==> config.mk <==
export PLATFORM = sky130hd
export DESIGN_NAME = cdc_handshake_tx
export DESIGN_NICKNAME = d
export VERILOG_FILES = /design/src/rtl/cdc_handshake_tx.sv
export SDC_FILE = /design/constraint.sdc
export NUM_CORES = 1
export LEC_CHECK = 0
export ABC_AREA = 1
export ABC_CLOCK_PERIOD_IN_PS = 1600
export CORE_MARGIN = 10
export CORE_UTILIZATION = 31
export CTS_BUF_LIST = sky130_fd_sc_hd__clkbuf_2
export CTS_CLUSTER_DIAMETER = 80
export DETAILED_ROUTE_END_ITERATION = 7
export PLACE_DENSITY_LB_ADDON = 0.08
export SLEW_MARGIN = 30
export SYNTH_ARGS = -nofsm -noshare
export SYNTH_HDL_FRONTEND = slang
export SYNTH_SLANG_ARGS = --single-unit
==> constraint.sdc <==
create_clock -name clk -period 1.6 [get_ports clk]
set_clock_uncertainty 0.15 [all_clocks]
set_input_delay 0.32 -clock clk [delete_from_list [all_inputs] [get_ports clk]]
set_output_delay 0.32 -clock clk [all_outputs]
set_load 0.02 [all_outputs]
==> src/rtl/cdc_handshake_tx.sv <==
// Transmit side of a four-phase req/ack CDC handshake: captures a local word,
// raises a level request, and waits on a flop-synchronized acknowledge.
module cdc_handshake_tx #(
    parameter int DATA_W      = 8,
    parameter int SYNC_STAGES = 2,
    parameter int TIMEOUT     = 1024
) (
    input  logic              clk,
    input  logic              rst,
    input  logic              src_valid,
    input  logic [DATA_W-1:0] src_data,
    output logic              src_ready,
    output logic              xfer_req,
    output logic [DATA_W-1:0] xfer_data,
    input  logic              xfer_ack,
    output logic              done,
    output logic              timeout_err
);

    localparam int               CNT_W    = (TIMEOUT > 0) ? $clog2(TIMEOUT + 1) : 1;
    localparam logic [CNT_W-1:0] CNT_MAX  = CNT_W'(TIMEOUT);
    localparam logic [CNT_W-1:0] CNT_LAST = CNT_W'(TIMEOUT - 1);
    localparam bit               TO_EN    = (TIMEOUT != 0);

    typedef enum logic [1:0] {
        IDLE = 2'd0,
        REQ  = 2'd1,
        DROP = 2'd2
    } state_t;

    state_t                  state_q, state_d;
    logic [SYNC_STAGES-1:0]  ack_sync;
    logic                    ack_s;
    logic [CNT_W-1:0]        cnt_q, cnt_d;
    logic                    req_d;
    logic [DATA_W-1:0]       data_d;
    logic                    done_d;
    logic                    err_d;

    function automatic logic [CNT_W-1:0] sat_inc(input logic [CNT_W-1:0] c);
        return (c == CNT_MAX) ? c : c + 1'b1;
    endfunction

    // xfer_ack is asynchronous; only the last synchronizer stage is used.
    always_ff @(posedge clk) begin
        if (rst) begin
            ack_sync <= '0;
        end else begin
            ack_sync <= {ack_sync[SYNC_STAGES-2:0], xfer_ack};
        end
    end

    assign ack_s = ack_sync[SYNC_STAGES-1];

    always_ff @(posedge clk) begin
        if (rst) begin
            state_q     <= IDLE;
            xfer_req    <= 1'b0;
            xfer_data   <= '0;
            cnt_q       <= '0;
            done        <= 1'b0;
            timeout_err <= 1'b0;
        end else begin
            state_q     <= state_d;
            xfer_req    <= req_d;
            xfer_data   <= data_d;
            cnt_q       <= cnt_d;
            done        <= done_d;
            timeout_err <= err_d;
        end
    end

    always_comb begin
        state_d   = state_q;
        req_d     = xfer_req;
        data_d    = xfer_data;
        cnt_d     = cnt_q;
        done_d    = 1'b0;
        err_d     = timeout_err;
        src_ready = 1'b0;
        case (state_q)
            IDLE: begin
                // A stale ack from the far side blocks new requests until it clears.
                src_ready = !ack_s;
                if (src_valid && !ack_s) begin
                    data_d  = src_data;
                    req_d   = 1'b1;
                    cnt_d   = '0;
                    state_d = REQ;
                end
            end
            REQ: begin
                if (ack_s) begin
                    req_d   = 1'b0;
                    state_d = DROP;
                end else begin
                    cnt_d = sat_inc(cnt_q);
                    if (TO_EN && cnt_q == CNT_LAST) begin
                        err_d = 1'b1;
                    end
                end
            end
            DROP: begin
                if (!ack_s) begin
                    state_d = IDLE;
                    done_d  = 1'b1;
                end
            end
            default: begin
                state_d = IDLE;
                req_d   = 1'b0;
            end
        endcase
    end

endmodule

* Yosys cells after proc, flatten, opt, wreduce, memory -nomap -nowiden *
Index checks and enable logic that the tools add are counted.

word-level totals
  register bits after elaboration = 26
  output and inout port bits = 12
  logic and storage cells = 42

cells by class
  add/sub/neg operators = 1
  equal/unequal tests = 9
  mux-type cells = 13
  bitwise operators = 2
  reduce and logical (&&, ||, !) cells = 10

operators with widths
  cell                                                    number
  2-to-1 mux 11 bit                                       3
  case mux 11 bit (2 select lines)                        1
  adder 11 x 1 -> 11 bit (second input constant)          1
  equality test 11 x 10 -> 1 bit (second input constant)  1
  equality test 11 bit (second input constant)            1
  != test 2 bit (second input constant)                   5
  AND reduction 3 bit                                     3
  2-to-1 mux 2 bit                                        3
  case mux 2 bit (3 select lines)                         1
  2-to-1 mux 1 bit                                        4
  AND reduction 4 bit                                     1
  case mux 1 bit (3 select lines)                         1
  equality test 2 x 1 -> 1 bit (second input constant)    1
  equality test 2 bit (second input constant)             1
  logical NOT 2 bit                                       1
  NOT 1 bit                                               2
  AND reduction 2 bit                                     1
  nonzero test 2 bit                                      1
  OR reduction 2 bit                                      1
  logical AND 1 bit                                       1
  logical NOT 1 bit                                       1

* Longest topological paths before layout *
Gate-level depths: netlist of the first run.

  depth after elaboration = 4
  depth in mapped cells = 10
  depth with buffers taken out = 10

* Least setup slack after synthesis of the first run *
OpenSTA, ideal clock, no wires.

  path type = reg-to-reg
  start = reg cnt_q[1]
  end = reg timeout_err
  library setup time = 0.058 ns
  arrival time = 1.174 ns
  data required time = 1.392 ns
  slack = 0.218 ns
  stages on the path, launching flop included = 7
  path buffers = 0
  cell sequence = dfxtp_1 > ha_1 > nand2_1 > nor3_1 > nand3_1 > nor2_1 > o21a_1

on the way
  word-level cells in the longest chain between the ends = 2

RTL lines
  element                               line  source
  start: declaration                    34    logic [CNT_W-1:0] cnt_q, cnt_d;
  start signal: assignment              67    cnt_q <= cnt_d;
  equality test 11 x 10 -> 1 bit        98    if (TO_EN && cnt_q == CNT_LAST) begin
  AND reduction 3 bit (no source line)  --
  end signal: assignment                69    timeout_err <= err_d;
  end: declaration                      17    output logic timeout_err

No other way between the ends.
A chain may end at the register's enable or synchronous reset.

* Worst setup path in the final report of the first run *
  start = reg state_q[1]
  end = out src_ready

on the way
  word-level cells in the longest chain between the ends = 2

RTL lines
  element                   line  source
  start: declaration        31    state_t state_q, state_d;
  start signal: assignment  64    state_q <= state_d;
  logical NOT 2 bit         81    case (state_q)
  2-to-1 mux 1 bit          81
  end: declaration          12    output logic src_ready,

No other way between the ends.

==> results.py, run 1 <==
metrics = {
    "routing": {
        "drt_wl_total_um": 3350,
        "wl_per_cell_um": 12.3,
        "drc": 0,
        "ant_nets": 0,
        "viasPerCell": 4.61,
        "drtIter0Drc": 59,
        "first_pass_iters": 4,
        "dr_total_vias": 1254,
    },
    "synth": {
        "synth_cell_types": 24,
        "syn_avg_cell_area_um2": 6.90,
        "syn-num-nets": 198,
        "syn_inst": 184,
        "yosysSeqAreaShare_pct": 41.0,
        "syn_area_mm2": 0.00127,
        "yosysWarnings": 0,
        "ys_seq_elements": 26,
    },
    "cts": {
        "cts.htree.levels": 1,
        "clock_sinks": 26,
        "clk_transition_reported_paths_ns": 0.25,
        "cts_made_buffers": 3,
        "cts_buffer_depth": 2,
        "cts_tree": "done",
        "clk_latency_ns": 0.36,
        "clk_root_buffer_cell": "clkbuf_2",
    },
    "global_routing": {
        "track_usage_pct": 9.14,
        "grt_max_degree": 15,
        "use_met1_pct": 10.2,
        "antenna_found_initial": 0,
        "grt_use_met3_pct": 3.03,
        "grt_overflow": 0,
        "grt.met2_usage_pct": 16.4,
        "grt_pass1_wl_um": 5440,
        "grt_pass1_vias": 1227,
        "top_usage_layer": "met2",
    },
    "placement": {
        "portBuffers": 23,
        "dpl_cell_area_mm2": 0.00163,
        "place.gp.congestion": 0.896,
        "dp_hpwl_um": 2570,
    },
    "setup_path": {
        "worstSetupEndpointType": "output pin",
        "cpMaxStageDelayCell": "dfxtp_2",
        "cp_max_fo": 2,
        "path_buf_inv": 1,
        "setup.worst_path.class": "reg -> out",
        "cp_cell_sequence": "nor3_2 -> buf_4",
        "max_stage_delay_ns": 0.38,
        "worst_path_dominant_cell_family": "flip-flops",
        "required_ns": 1.13,
        "cp-start-kind": "flop",
        "worst_ep_arrival_time_ns": 1.07,
    },
    "final_layout": {
        "multiInputGateArea_um2": 668,
        "nFillCells": 435,
        "num_antenna_cells": 0,
        "fin_area_mm2": 0.00164,
        "drive_gt1_share_pct": 22.1,
        "final_core_util_pct": 41.4,
        "final_nets": 237,
        "syn_to_final_growth_pct": 29.5,
        "regArea_um2": 526,
        "layout_common_cells": "nor2_1 (40), nand2_1 (35), dfxtp_1 (22)",
        "final_common_cell": "nor2_1",
    },
    "floorplanning": {
        "rows": 23,
        "dieArea_mm2": 0.00705,
        "die_x_um": 84.0,
        "start_util_pct": 31.9,
        "die_h_um": 84.0,
        "io_pins": 24,
        "core_region_area_mm2": 0.00397,
    },
    "sta": {
        "rsz0062_at_grt": "true",
        "fin_tns_setup_ns": 0,
        "period_minus_slack_ns": 1.54,
        "setup_violations": 0,
        "maxSlewHeadroom_pct": 83.3,
        "fmax_ghz": 0.650,
        "worst_pin_slew_ns": 0.251,
        "fin_crit_sh_pct": 96.2,
        "finalHoldViolCount": 0,
        "drv_slew": 0,
    },
    "pwr": {
        "power.leakage_nw": 0.677,
        "p_per_area_mw_per_mm2": 734,
        "power_mw": 1.21,
        "ir_drop_mv": 0.357,
    },
    "worst_hold_path": {
        "hold_class": "reg -> reg",
    },
    "run_status": {
        "status": "finished, final reports clean",
    },
    "job": {
        "cap_violations": 0,
    },
}
synthesized netlist by cell type, drive strengths merged:
| cell | n | share of area (%) |
|---|---|---|
| a211oi | 1 | 0.59 |
| a21oi | 11 | 4.3 |
| buf | 1 | 0.89 |
| clkbuf | 2 | 0.59 |
| dfxtp | 26 | 41 |
| ha | 2 | 2.0 |
| inv | 24 | 7.3 |
| nand2 | 39 | 14 |
| nand3 | 10 | 4.3 |
| nand4 | 3 | 1.5 |
| nor2 | 45 | 15 |
| nor3 | 4 | 1.6 |
| o211a | 1 | 0.79 |
| o21a | 1 | 0.59 |
| o21ai | 13 | 5.1 |
| xor2 | 1 | 0.69 |
repair_timing:
item                       4_1_cts  5_1_grt
gates cloned                     0        1
gates resized for setup         16       33
pin swaps                        0        3
buffers inserted                 0        1
setup endpoints to repair       12       23
hold buffers                     0        0
metal layers:
layer / wire length [µm] / vias to the layer above
met3: 136 / 5
met5: 0 / -
met2: 1720 / 19
met1: 1470 / 570
li1: - / 660
met4: 27 / 0
flip-flops by register name, indices dropped and copies added (netlist names):
| signal | flops |
|---|---|
| ack_sync | 2 |
| timeout_err | 1 |
| xfer_data | 8 |
| state_q | 2 |
| xfer_req | 1 |
| cnt_q | 11 |
| done | 1 |
path summary, 6_finish.rpt:
check	depth (start not counted)	to	slack (ns)	startpoint
worst max-delay path	2	src_ready	0.06	state_q[1]
worst min-delay path	2	ack_sync[1]	0.27	ack_sync[0]
worst max register to register	10	cnt_q[8]	0.07	cnt_q[0]
worst min register to register	2	ack_sync[1]	0.27	ack_sync[0]
worst reg2reg max path, delay by kind of cell (launching register included):
| kind | cells | cell delay [ns] |
|---|---|---|
| buffers and inverters | 2 | 0.12 |
| AND/OR/NAND/NOR | 7 | 0.71 |
| adder cells (fa/ha/maj) | 1 | 0.13 |
| flip-flops | 1 | 0.39 |
metrics by stage:
stage                     setup WS (ns)  std cells  hold slack, ns
final                            0.0608        272           0.274
after global placement           -0.153        266           0.245
after floorplan                   0.218        184           0.238
after CTS                       -0.0145        270           0.265
after detailed placement         -0.159        266           0.249
after global routing            -0.0631        272           0.241
cell families (layout without fill, tap and decap cells):
| kind of cell | count (synthesis) | after routing | synth area share, % |
|---|---|---|---|
| AND/OR/NAND/NOR | 101 | 102 | 36.1 |
| AO/OA/AOI/OAI | 27 | 27 | 11.4 |
| buffers and inverters | 27 | 64 | 8.78 |
| flip-flops | 26 | 26 | 41.0 |
| XOR/XNOR | 1 | 1 | 0.690 |
| adder cells (fa/ha/maj) | 2 | 2 | 1.97 |
report_power, final:
part           switching (mW)  total [mW]  internal [mW]
clock                   0.206       0.260         0.0543
combinational           0.152       0.252          0.100
sequential             0.0146       0.693          0.679
total                   0.373        1.21          0.833
layout make-up:
type	count	area share, %
multi-input cells	132	40.7
flip-flops and latches	26	32.0
repair buffers	36	16.8
inverters	24	5.64
well taps	50	3.81
clock buffers	3	0.914
clock inverters	1	0.228
(Power assumes the default switching activity.)
==> run 2, diff against run 1 <==
- ABC_AREA: 1 -> not set
- RECOVER_POWER: not set -> 25
==> run 2 against run 1 <==
Effect of this change: the flow now finishes with violations (negative setup slack); sequential power down 0.9%; combinational power up 2%; synthesized area down 3.0%; worst setup slack worse by 0.20 ns; synthesized cell count down 23%; register-to-register slack worse by 0.21 ns; die area down 2.3%; critical endpoint is now cnt_q[7]; largest cell class unchanged.
==> results.py, run 2 <==
metrics = {
    "run_status": {
        "status": "finished, violations left",
        "violations": "negative setup slack",
    },
    "setup_path": {
        "setup.worst_path.class": "reg -> reg",
        "cp-start-kind": "flop",
        "ff2ff_path_depth": 7,
        "crit-reg2reg-launch": "cnt_q[1]",
        "required_ns": 1.73,
        "max_stage_delay_ns": 0.40,
        "worst_ep_arrival_time_ns": 1.87,
        "startpoint": "cnt_q[1]",
        "cp_max_fo": 4,
        "crit_top_cell": "buf_4",
        "worstSetupEndpointType": "flop",
        "cp-endpoint": "cnt_q[7]",
        "r2r_setup_slack_ns": -0.14,
        "cpMaxStageDelayCell": "dfxtp_2",
        "reg2reg_to": "cnt_q[7]",
        "cp_cell_sequence": "inv_2 -> ha_4 -> nor4b_4 -> buf_4 -> a311oi_4 -> buf_4 -> a32o_1",
    },
    "cts": {
        "cts_made_buffers": 3,
        "clk_root_buffer_cell": "clkbuf_2",
        "clk_transition_reported_paths_ns": 0.24,
        "cts_tree": "done",
        "cts_hold_buf": 0,
        "clock_sinks": 26,
        "cts_buffer_depth": 2,
        "clk_latency_ns": 0.35,
        "cts.htree.levels": 1,
    },
    "global_routing": {
        "grt_pass1_vias": 1193,
        "grt_max_degree": 15,
        "antenna_found_initial": 0,
        "grt_pass1_wl_um": 5760,
        "grt_overflow": 0,
        "track_usage_pct": 9.63,
    },
    "pwr": {
        "p_per_area_mw_per_mm2": 649,
        "p_int_mw": 0.854,
        "comb_power_share_pct": 21.6,
        "ir_drop_mv": 0.383,
        "clockPowerShare_pct": 20.7,
        "p_seq_share_pct": 57.7,
        "p_switching_mw": 0.336,
        "switching_share_pct": 28.2,
        "power.leakage_nw": 0.732,
    },
    "routing": {
        "wl_per_cell_um": 13.4,
        "drtIter0Drc": 86,
        "drc": 0,
        "dr_total_vias": 1206,
        "viasPerCell": 4.84,
        "ant_nets": 0,
        "first_pass_iters": 4,
        "drt_wl_total_um": 3340,
    },
    "sta": {
        "finalHoldViolCount": 0,
        "drv_slew": 0,
        "fin_tns_setup_ns": -0.761,
        "fmax_ghz": 0.575,
        "holdWs_ns": 0.317,
        "worst_pin_slew_ns": 0.491,
        "layout_setup_ws_ns": -0.140,
        "maxSlewHeadroom_pct": 67.3,
        "setup_violations": 8,
        "fin_crit_sh_pct": 109,
        "period_minus_slack_ns": 1.74,
        "rsz0062_at_grt": "true",
    },
    "synth": {
        "yosys.area_share.simple_pct": 34.2,
        "syn_area_mm2": 0.00123,
        "synthTopCellsByArea": "dfxtp_1 (42%), nand2_1 (6.7%), nor4b_4 (5.8%)",
        "yosysWarnings": 0,
        "yosys-top-cells-count": "dfxtp_1 (26), nand2_1 (22), a21oi_1 (14)",
        "synth_adder_area_share_pct": 2.03,
        "synthMuxAreaShare_pct": 0.915,
        "yosys.area_share.xor_xnor_pct": 1.42,
        "yosysSeqAreaShare_pct": 42.3,
        "synth_compound_area_share_pct": 16.0,
        "synthMostInstantiatedCell": "dfxtp_1",
        "syn-num-nets": 156,
        "syn_inst": 142,
        "syn_avg_cell_area_um2": 8.67,
        "async_reset_ff_share_pct": 0,
        "yosysTopAreaCellShare_pct": 42.3,
        "synth_cell_types": 35,
        "synth_top_cell_by_area": "dfxtp_1",
        "synth_top_family_by_area": "simple AND/OR/NAND/NOR gates",
        "ys.flop_type": "dfxtp_1",
        "synth-edff-count": 0,
        "ys_seq_elements": 26,
    },
    "job": {
        "cap_violations": 0,
    },
    "final_layout": {
        "num_antenna_cells": 0,
        "syn_to_final_growth_pct": 48.9,
        "top_regs": "cnt_q: 11 flops, xfer_data: 8 flops",
        "regMostFlops": "cnt_q",
        "drive_gt1_share_pct": 34.3,
        "largest_register_ffs": 11,
        "fin_area_mm2": 0.00183,
        "final_core_util_pct": 49.0,
        "final_nets": 216,
        "final_common_cell": "buf_4",
        "layout_common_cells": "buf_4 (33), nand2_1 (22), dfxtp_1 (20)",
    },
    "floorplanning": {
        "die_x_um": 83.0,
        "die_h_um": 83.0,
        "io_pins": 24,
        "start_util_pct": 32.9,
        "dieArea_mm2": 0.00689,
        "core_region_area_mm2": 0.00374,
        "rows": 22,
    },
    "placement": {
        "dp_hpwl_um": 2620,
        "dpl_cell_area_mm2": 0.00178,
        "place.gp.congestion": 0.911,
        "portBuffers": 23,
    },
    "worst_hold_path": {
        "hold_class": "reg -> reg",
        "hold_depth": 1,
    },
}
==> run 2: cell types whose count changed in the layout (fill, tap and decap cells not counted), moves of 4 or more <==
cell | before | now
buf_4 | 14 | 33
clkbuf_2 | 13 | 8
clkdlybuf4s15_1 | 1 | 6
inv_1 | 19 | 3
nand2_1 | 35 | 22
nand3_1 | 9 | 5
nor2_1 | 40 | 11
nor2b_1 | 0 | 4
o21ai_0 | 11 | 6
==> run 2: how the worst min path moves through the flow <==
stage	endpoint	slack [ns]	startpoint
2_1_floorplan	ack_sync[1]	0.26	ack_sync[0]
3_3_place_gp	ack_sync[1]	0.28	ack_sync[0]
3_5_place_dp	ack_sync[1]	0.29	ack_sync[0]
4_1_cts	xfer_data[2]	0.31	src_data[2]
5_1_grt	ack_sync[0]	0.29	xfer_ack
6_report	ack_sync[1]	0.32	ack_sync[0]
==> run 2: routing by layer <==
layer | vias to the layer above | GRT usage, % | part of all wire, %
li1 | 629 | - | -
met1 | 555 | 12.3 | 48
met2 | 17 | 14.9 | 48
met3 | 5 | 2.44 | 3.7
met4 | 0 | 3.69 | 1.1
met5 | - | 0 | 0
==> run 2: area by class of cell <==
class / count / area (µm²)
Timing Repair Buffer: 59 / 474
Tap cell: 48 / 60.1
Fill cell: 378 / 1910
Clock inverter: 1 / 3.75
Sequential cell: 26 / 528
Clock buffer: 3 / 15.0
Multi-Input combinational cell: 107 / 733
Inverter: 5 / 18.8
==> run 2: stage by stage <==
| step | power [mW] | std cells | setup WS [ns] |
|---|---|---|---|
| finish | 1.19 | 249 | -0.140 |
| global route | 1.27 | 249 | -0.233 |
| CTS | 1.21 | 249 | -0.113 |
| detailed placement | 0.959 | 243 | -0.263 |
| global placement | 0.957 | 243 | -0.227 |
| floorplan | 0.823 | 142 | -0.0212 |
==> run 2: what timing repair did <==
item / in CTS / in global routing
gates resized for setup: 25 / 21
buffers inserted: 2 / 0
hold endpoints to repair: 0 / 0
endpoints found under the setup margin: 21 / 27
pin swaps: 12 / 2
==> run 2: power groups by stage <==
stage	Clock [mW]	Combinational (mW)	Sequential, mW
final	0.246	0.257	0.687
after CTS	0.265	0.261	0.687
after global routing	0.294	0.284	0.693
after global placement	0	0.259	0.699
after detailed placement	0	0.259	0.700
after floorplan	0	0.108	0.715
==> run 2: worst max-delay path, delay by kind of cell (launching register included) <==
| kind | cells | cell delay (ns) |
|---|---|---|
| buffers and inverters | 3 | 0.43 |
| adder cells (fa/ha/maj) | 1 | 0.12 |
| AND/OR/NAND/NOR | 1 | 0.26 |
| flip-flops | 1 | 0.40 |
| AO/OA/AOI/OAI | 2 | 0.31 |
==> run 2: cell families after synthesis <==
| group | count (synthesis) |
|---|---|
| buf+inv | 9 |
| xor+xnor | 2 |
| compound gates | 30 |
| flops | 26 |
| simple gates | 72 |
| fa+ha+maj | 2 |
| mux | 1 |
==> run 3, diff against run 2 <==
- CORE_UTILIZATION: 31 -> 53
- SETUP_SLACK_MARGIN: not set -> 0.1
==> run 3 against run 2 <==
Effect of this change: the run still ends with negative setup slack left; cell count fell by 8.0%; register-to-register slack barely moved; clock power fell by 3%; critical path depth fell by 1; core utilization rose by 34 points; flip-flop and latch count did not move; cell area rose by 0.34%; die area fell by 33%; sequential share of layout area rose by 0.72 points; combinational power rose by 11%.
==> results.py, run 3 (synthesis results as in run 2) <==
metrics = {
    "run_status": {
        "status": "finished, violations left",
        "violations": "negative setup slack",
    },
    "final_layout": {
        "largest_register_ffs": 11,
        "regMostFlops": "cnt_q",
        "final_common_cell": "buf_4",
        "fin_area_mm2": 0.00184,
        "syn_to_final_growth_pct": 49.4,
        "fin_cells": 229,
        "top_regs": "cnt_q: 11 flops, xfer_data: 8 flops",
        "layout_common_cells": "buf_4 (35), nand2_1 (21), dfxtp_2 (15)",
        "num_antenna_cells": 0,
        "drive_gt1_share_pct": 44.3,
        "final_nets": 217,
        "nFillCells": 136,
    },
    "cts": {
        "cts_made_buffers": 3,
        "clk_latency_ns": 0.36,
        "clock_sinks": 26,
        "clk_root_buffer_cell": "clkbuf_2",
        "cts_tree": "done",
        "clk_transition_reported_paths_ns": 0.22,
        "cts_buffer_depth": 2,
        "cts.htree.levels": 1,
    },
    "setup_path": {
        "max_stage_delay_ns": 0.41,
        "cpMaxStageDelayCell": "dfxtp_4",
        "r2r_setup_slack_ns": -0.14,
        "crit-reg2reg-launch": "cnt_q[1]",
        "worstSetupEndpointType": "flop",
        "cp_max_fo": 5,
        "setup.worst_path.class": "reg -> reg",
        "reg2reg_to": "cnt_q[9]",
        "startpoint": "cnt_q[1]",
        "ff2ff_path_depth": 6,
        "cp_num_cells": 6,
        "path_buf_inv": 1,
        "cp-endpoint": "cnt_q[9]",
        "cp-start-kind": "flop",
        "worst_ep_arrival_time_ns": 1.91,
        "required_ns": 1.77,
        "cp_cell_sequence": "inv_4 -> ha_4 -> nor4b_4 -> nand4_2 -> a311oi_1 -> a31o_1",
        "worst_path_dominant_cell_family": "simple AND/OR/NAND/NOR gates",
    },
    "placement": {
        "dp_hpwl_um": 2900,
        "pre_cts_slack_ns": -0.282,
        "portBuffers": 23,
        "dpl_cell_area_mm2": 0.00176,
        "place.gp.congestion": 0.954,
        "placed_cells": 223,
    },
    "floorplanning": {
        "io_pins": 24,
        "die_h_um": 68.2,
        "dieArea_mm2": 0.00465,
        "core_region_area_mm2": 0.00221,
        "start_util_pct": 55.7,
        "die_x_um": 68.2,
        "rows": 17,
    },
    "worst_hold_path": {
        "hold_class": "reg -> reg",
    },
    "routing": {
        "dr_total_vias": 1390,
        "first_pass_iters": 4,
        "drt_wl_total_um": 4090,
        "viasPerCell": 6.07,
        "ant_nets": 0,
        "drc": 0,
        "wl_per_cell_um": 17.8,
        "drtIter0Drc": 154,
    },
    "global_routing": {
        "track_usage_pct": 18.7,
        "grt_overflow": 0,
        "grt_max_degree": 14,
        "grt_pass1_wl_um": 6690,
        "grt_pass1_vias": 1451,
        "antenna_found_initial": 0,
    },
    "pwr": {
        "power_mw": 1.21,
        "p_per_area_mw_per_mm2": 658,
        "power.leakage_nw": 0.775,
        "ir_drop_mv": 0.720,
    },
    "sta": {
        "fin_crit_sh_pct": 109,
        "maxSlewHeadroom_pct": 77.3,
        "rsz0062_at_grt": "true",
        "period_minus_slack_ns": 1.74,
        "layout_setup_ws_ns": -0.141,
        "finalHoldViolCount": 0,
        "drv_slew": 0,
        "holdWs_ns": 0.318,
        "setup_violations": 10,
        "worst_pin_slew_ns": 0.339,
        "fmax_ghz": 0.574,
    },
    "job": {
        "cap_violations": 0,
    },
}
[run 3: worst min path at each step]
stage                           start            to  slack (ns)  cells after the start
after floorplan           ack_sync[0]   ack_sync[1]        0.26                      1
after global placement    ack_sync[0]   ack_sync[1]        0.28                      1
after detailed placement  ack_sync[0]   ack_sync[1]        0.30                      1
after CTS                 src_data[2]  xfer_data[2]        0.31                      3
after global routing      src_data[0]  xfer_data[0]        0.32                      3
final                     ack_sync[0]   ack_sync[1]        0.32                      1
[run 3: worst reg2reg max path: cells and delay by family, from the launching register on]
family / cells / cell delay, ns
compound gates: 2 / 0.48
fa+ha+maj: 1 / 0.11
buf+inv: 1 / 0.06
flops: 1 / 0.41
simple gates: 2 / 0.50
[run 3: power breakdown]
group | leakage, nW | switching, mW | internal (mW) | total, mW
combinational | 0.544 | 0.148 | 0.137 | 0.285
sequential | 0.219 | 0.0143 | 0.674 | 0.688
clock | 0.0125 | 0.187 | 0.0509 | 0.238
total | 0.775 | 0.349 | 0.862 | 1.21
[run 3: final cells by class]
cell class,count,area [µm²],area share [%]
Clock buffer,3,15.0,0.816
Inverter,5,21.3,1.16
Multi-Input combinational cell,107,777,42.2
Sequential cell,26,543,29.5
Tap cell,28,35.0,1.90
Timing Repair Buffer,60,448,24.4
[run 3: what timing repair did]
action	in CTS	in global routing
hold endpoints to repair	0	0
hold buffers	0	0
pin swaps	2	2
resized for setup	48	33
setup endpoints to repair	24	26
buffers inserted	2	1
cloned	0	0
[run 3: stage by stage]
stage                     TNS [ns]  util [%]
final                       -0.985      83.1
after global routing         -1.88      83.1
after CTS                   -0.776      83.6
after detailed placement     -2.94      79.6
after global placement       -1.95      79.6
after floorplan            -0.0207         -
[run 3: routing by layer]
metal	up-vias	track usage (%)	share of wire, %
met3	25	5.87	7.9
li1	631	-	-
met4	0	12.8	3.8
met2	90	30.3	51
met1	644	20.5	38
met5	-	0	0
==> patch 1: new RTL, config.mk and constraints of run 1 <==
Re-encode `state_t` (3 states) as one-hot, 3 bits wide.
--- a/src/rtl/cdc_handshake_tx.sv
+++ b/src/rtl/cdc_handshake_tx.sv
@@ -22,10 +22,10 @@
     localparam logic [CNT_W-1:0] CNT_LAST = CNT_W'(TIMEOUT - 1);
     localparam bit               TO_EN    = (TIMEOUT != 0);
 
-    typedef enum logic [1:0] {
-        IDLE = 2'd0,
-        REQ  = 2'd1,
-        DROP = 2'd2
+    typedef enum logic [2:0] {
+        IDLE = 3'b001,
+        REQ  = 3'b010,
+        DROP = 3'b100
     } state_t;
 
     state_t                  state_q, state_d;
Function: same outputs for any inputs over 10 cycles, from zero or initial values and one cycle with rst high; not proved beyond that.
==> patch 1 against run 1 <==
- the run now ends with setup timing left
- setup slack worse by 0.13 ns
- power is 15% higher
- area after synthesis is 13% higher
- cell area is 19% higher
- routed wire length is 15% higher
- via count is 14% higher
- combinational power is 51% higher
- non-clock buffer count is 12 higher
- sequential share of layout area is 3.8 points lower
- sequential cell count is 1 higher
- largest power group unchanged
==> patch 1: results (changes against run 1) <==
routing:
  dr_wl_met3_um: 267  # +96%
  wl_met1_mm: 1.80  # +23%
  wl_per_cell_um: 12.4  # +0.86%
  via_per_inst: 4.61  # about the same
outcome:
  outcome: "finished, violations left"
  failed_checks: "setup timing"
yosys:
  syn-num-nets: 224  # +13%
  synthCells: 210  # +14%
  ys_top_cells_by_count: "nand2_1, nor2_1, dfxtp_1"
grt:
  grt.met2_usage_pct: 16.1  # -0.24 points
  grt_pass1_wl_mm: 6.41  # +18%
  use_met3_pct: 3.81  # +0.78 points
  grtUsageTotal_pct: 10.2  # +1.1 points
worst_setup_path:
  crit_path_max_incr_delay_ns: 0.40  # +0.02 ns
  critPathLaunch: "state_q[0]"
timing:
  worst_pin_slew_ns: 0.264  # +0.0132 ns
  holdWs_ns: 0.271  # -0.00385 ns
  setup_ws_ns: -0.0704  # -0.131 ns
  finalSetupViolCount: 1  # +1
final_layout:
  multi_input_cells: 154  # +17%
  fillers: 473  # +8.7%
  finalNonFillerCells: 310  # +14%
place:
  placed_area_um2: 1890  # +16%
  dp_hpwl_mm: 2.98  # +16%
pwr:
  peakVddDrop_mv: 0.391  # +9.5%
## patch 1: cell types whose count changed in the layout (fill, tap and decap cells not counted), sizes merged, moves of 3 or more
cell | run 1 | this run
buf | 14 | 26
nand2 | 40 | 52
nand3 | 10 | 16
nand4 | 3 | 7
nor2 | 45 | 49
clkdlybuf4s15 | 1 | 4
o21ai | 13 | 10
## patch 1: cells by family after synthesis
logic type,share of synthesized area (%)
AND/OR/NAND/NOR,43.2
buffers and inverters,9.15
flip-flops,37.6
AO/OA/AOI/OAI,7.67
adder cells (fa/ha/maj),1.74
XOR/XNOR,0.610
## patch 1: power by group through the flow
stage	Sequential (W)	Combinational [W]	Clock [W]
global route	0.000730	0.000422	0.000312
detailed placement	0.000738	0.000384	0
global placement	0.000738	0.000385	0
finish	0.000725	0.000381	0.000281
floorplan	0.000770	0.000166	0
CTS	0.000727	0.000372	0.000294
==> patch 2: new RTL, settings of run 1 <==
Made on the original files. `DATA_W`: 8 -> 12.
--- a/src/rtl/cdc_handshake_tx.sv
+++ b/src/rtl/cdc_handshake_tx.sv
@@ -1,7 +1,7 @@
 // Transmit side of a four-phase req/ack CDC handshake: captures a local word,
 // raises a level request, and waits on a flop-synchronized acknowledge.
 module cdc_handshake_tx #(
-    parameter int DATA_W      = 8,
+    parameter int DATA_W      = 12,
     parameter int SYNC_STAGES = 2,
     parameter int TIMEOUT     = 1024
 ) (
Interface: changed (resized src_data and xfer_data); port bits go from 24 to 32. The function was not compared with the original's and may differ.
==> patch 2 against run 1 <==
- power rose by 27%
- cell count grew 14%
- clock power up 45%
- area after synthesis increased by 9.8%
- setup slack better by 0.010 ns
- count of clock-buffer cells in the layout rose by 3
- worst hold slack worse by 0.012 ns
- core utilization grew 4.0 points
- cell area is 20% higher
- die area up 7.4%
- sequential cell count up 4
- routed wire length is 9.5% higher
- global-route usage is 0.79 points higher
- critical path type is now reg2reg
- highest routed layer unchanged
==> patch 2: results (changes against run 1) <==
routing:
  wl_per_cell_um: 11.8  # -4.2%
  num_vias: 1405  # +12%
grt:
  use_met3_pct: 3.84  # +0.81 points
  grtUsageTotal_pct: 9.93  # +0.79 points
  grt_pass1_wl_mm: 6.09  # +12%
  grt_max_degree: 17  # +2
  grt_pass1_vias: 1323  # +7.8%
  met1_usage_pct: 12.3  # +2.1 points
  grt.met2_usage_pct: 15.2  # -1.2 points
worst_setup_path:
  critPathKind: "reg2reg"
  crit-reg2reg-launch: "cnt_q[1]"
  critPathTopFamily: "simple AND/OR/NAND/NOR gates"
  reg2reg_depth: 11  # +1
  critPathMaxFanout: 4  # +2
  crit_arrival_ns: 1.70  # +0.63 ns
pwr:
  peakVddDrop_mv: 0.333  # -6.8%
yosys:
  ys_seq_area_share_pct: 43.1  # +2.1 points
  syn-num-nets: 223  # +13%
  ys_top_cells_by_count: "nor2_1, nand2_1, dfxtp_1"
  ys_types: 22  # -8.3%
  synth.area.top_cells: "dfxtp_1, nor2_1, nand2_1, inv_1, o21ai_0"
  synth_area_per_cell_um2: 6.79  # -1.5%
place:
  gp_congestion: 0.829  # -7.4%
  dp_slack_ns: -0.155  # +0.00483 ns
  dp.cells: 296  # +11%
timing:
  worst_pin_slew_ns: 0.525  # +0.274 ns
  setup_ws_ns: 0.0708  # +0.00997 ns
final_layout:
  final_net_count: 276  # +16%
  reg.largest.list: "xfer_data (12), cnt_q (11)"
  drive_above_1_share_pct: 19.3  # -2.8 points
outcome:
  outcome: "completed"
clocking:
  h-tree-depth: 2  # +1
## patch 2: cell types whose count changed after synthesis, moves of 2 or more
cell and change:
inv_1 +9, nand2_1 +5, nor2_1 +5, o21ai_0 +5
dfxtp_1 +4, a21oi_1 -3, inv_2 -2
## patch 2: per-layer routing
layer  vias up  part of all wire (%)
met5         -                     0
li1        738                     -
met2        34                    48
met3         4                   6.7
met1       629                    45
met4         0                   1.3
## patch 2: how the worst min path moves through the flow
stage	from	to	slack (ns)
floorplan	ack_sync[0]	ack_sync[1]	0.24
global placement	ack_sync[0]	ack_sync[1]	0.24
detailed placement	ack_sync[0]	ack_sync[1]	0.25
CTS	ack_sync[0]	ack_sync[1]	0.27
global route	ack_sync[0]	ack_sync[1]	0.27
finish	ack_sync[0]	ack_sync[1]	0.26
## patch 2: worst min-delay path, stage by stage, from the launching register on
cell and delay [ns]:
dfxtp_1 0.32, inv_1 0.04, nor2_1 0.03
## patch 2: area by class of cell
class | count | area [um2]
Fill cell | 477 | 2380
Multi-Input combinational cell | 141 | 691
Sequential cell | 30 | 606
Timing Repair Buffer | 50 | 464
Inverter | 30 | 113
Tap cell | 52 | 65.1
Clock buffer | 6 | 30.0
Clock inverter | 2 | 8.76
## patch 2: report_power, final
| group | total (W) | leakage (nW) | switching [W] | internal (W) |
|---|---|---|---|---|
| sequential | 0.000801 | 0.247 | 0.0000167 | 0.000785 |
| combinational | 0.000352 | 0.604 | 0.000185 | 0.000167 |
| clock | 0.000377 | 0.0304 | 0.000270 | 0.000108 |
## patch 2: cells by family after synthesis
| group | synth area share [%] |
|---|---|
| adder cells (fa/ha/maj) | 1.80 |
| buffers and inverters | 9.25 |
| AND/OR/NAND/NOR | 33.9 |
| AO/OA/AOI/OAI | 10.7 |
| flip-flops | 43.1 |
| XOR/XNOR | 1.26 |
## patch 2: what timing repair did
action,in CTS,in global routing
setup endpoints to repair,16,20
pin swaps,0,6
setup buffers,0,7
gates resized for setup,20,29
## patch 2: per-stage QoR
stage | power (W) | instance area, um2
3_3_place_gp | 0.00115 | 1850
5_1_grt | 0.00162 | 1980
2_1_floorplan | 0.000985 | 1390
6_report | 0.00153 | 1980
4_1_cts | 0.00151 | 1870
3_5_place_dp | 0.00115 | 1850
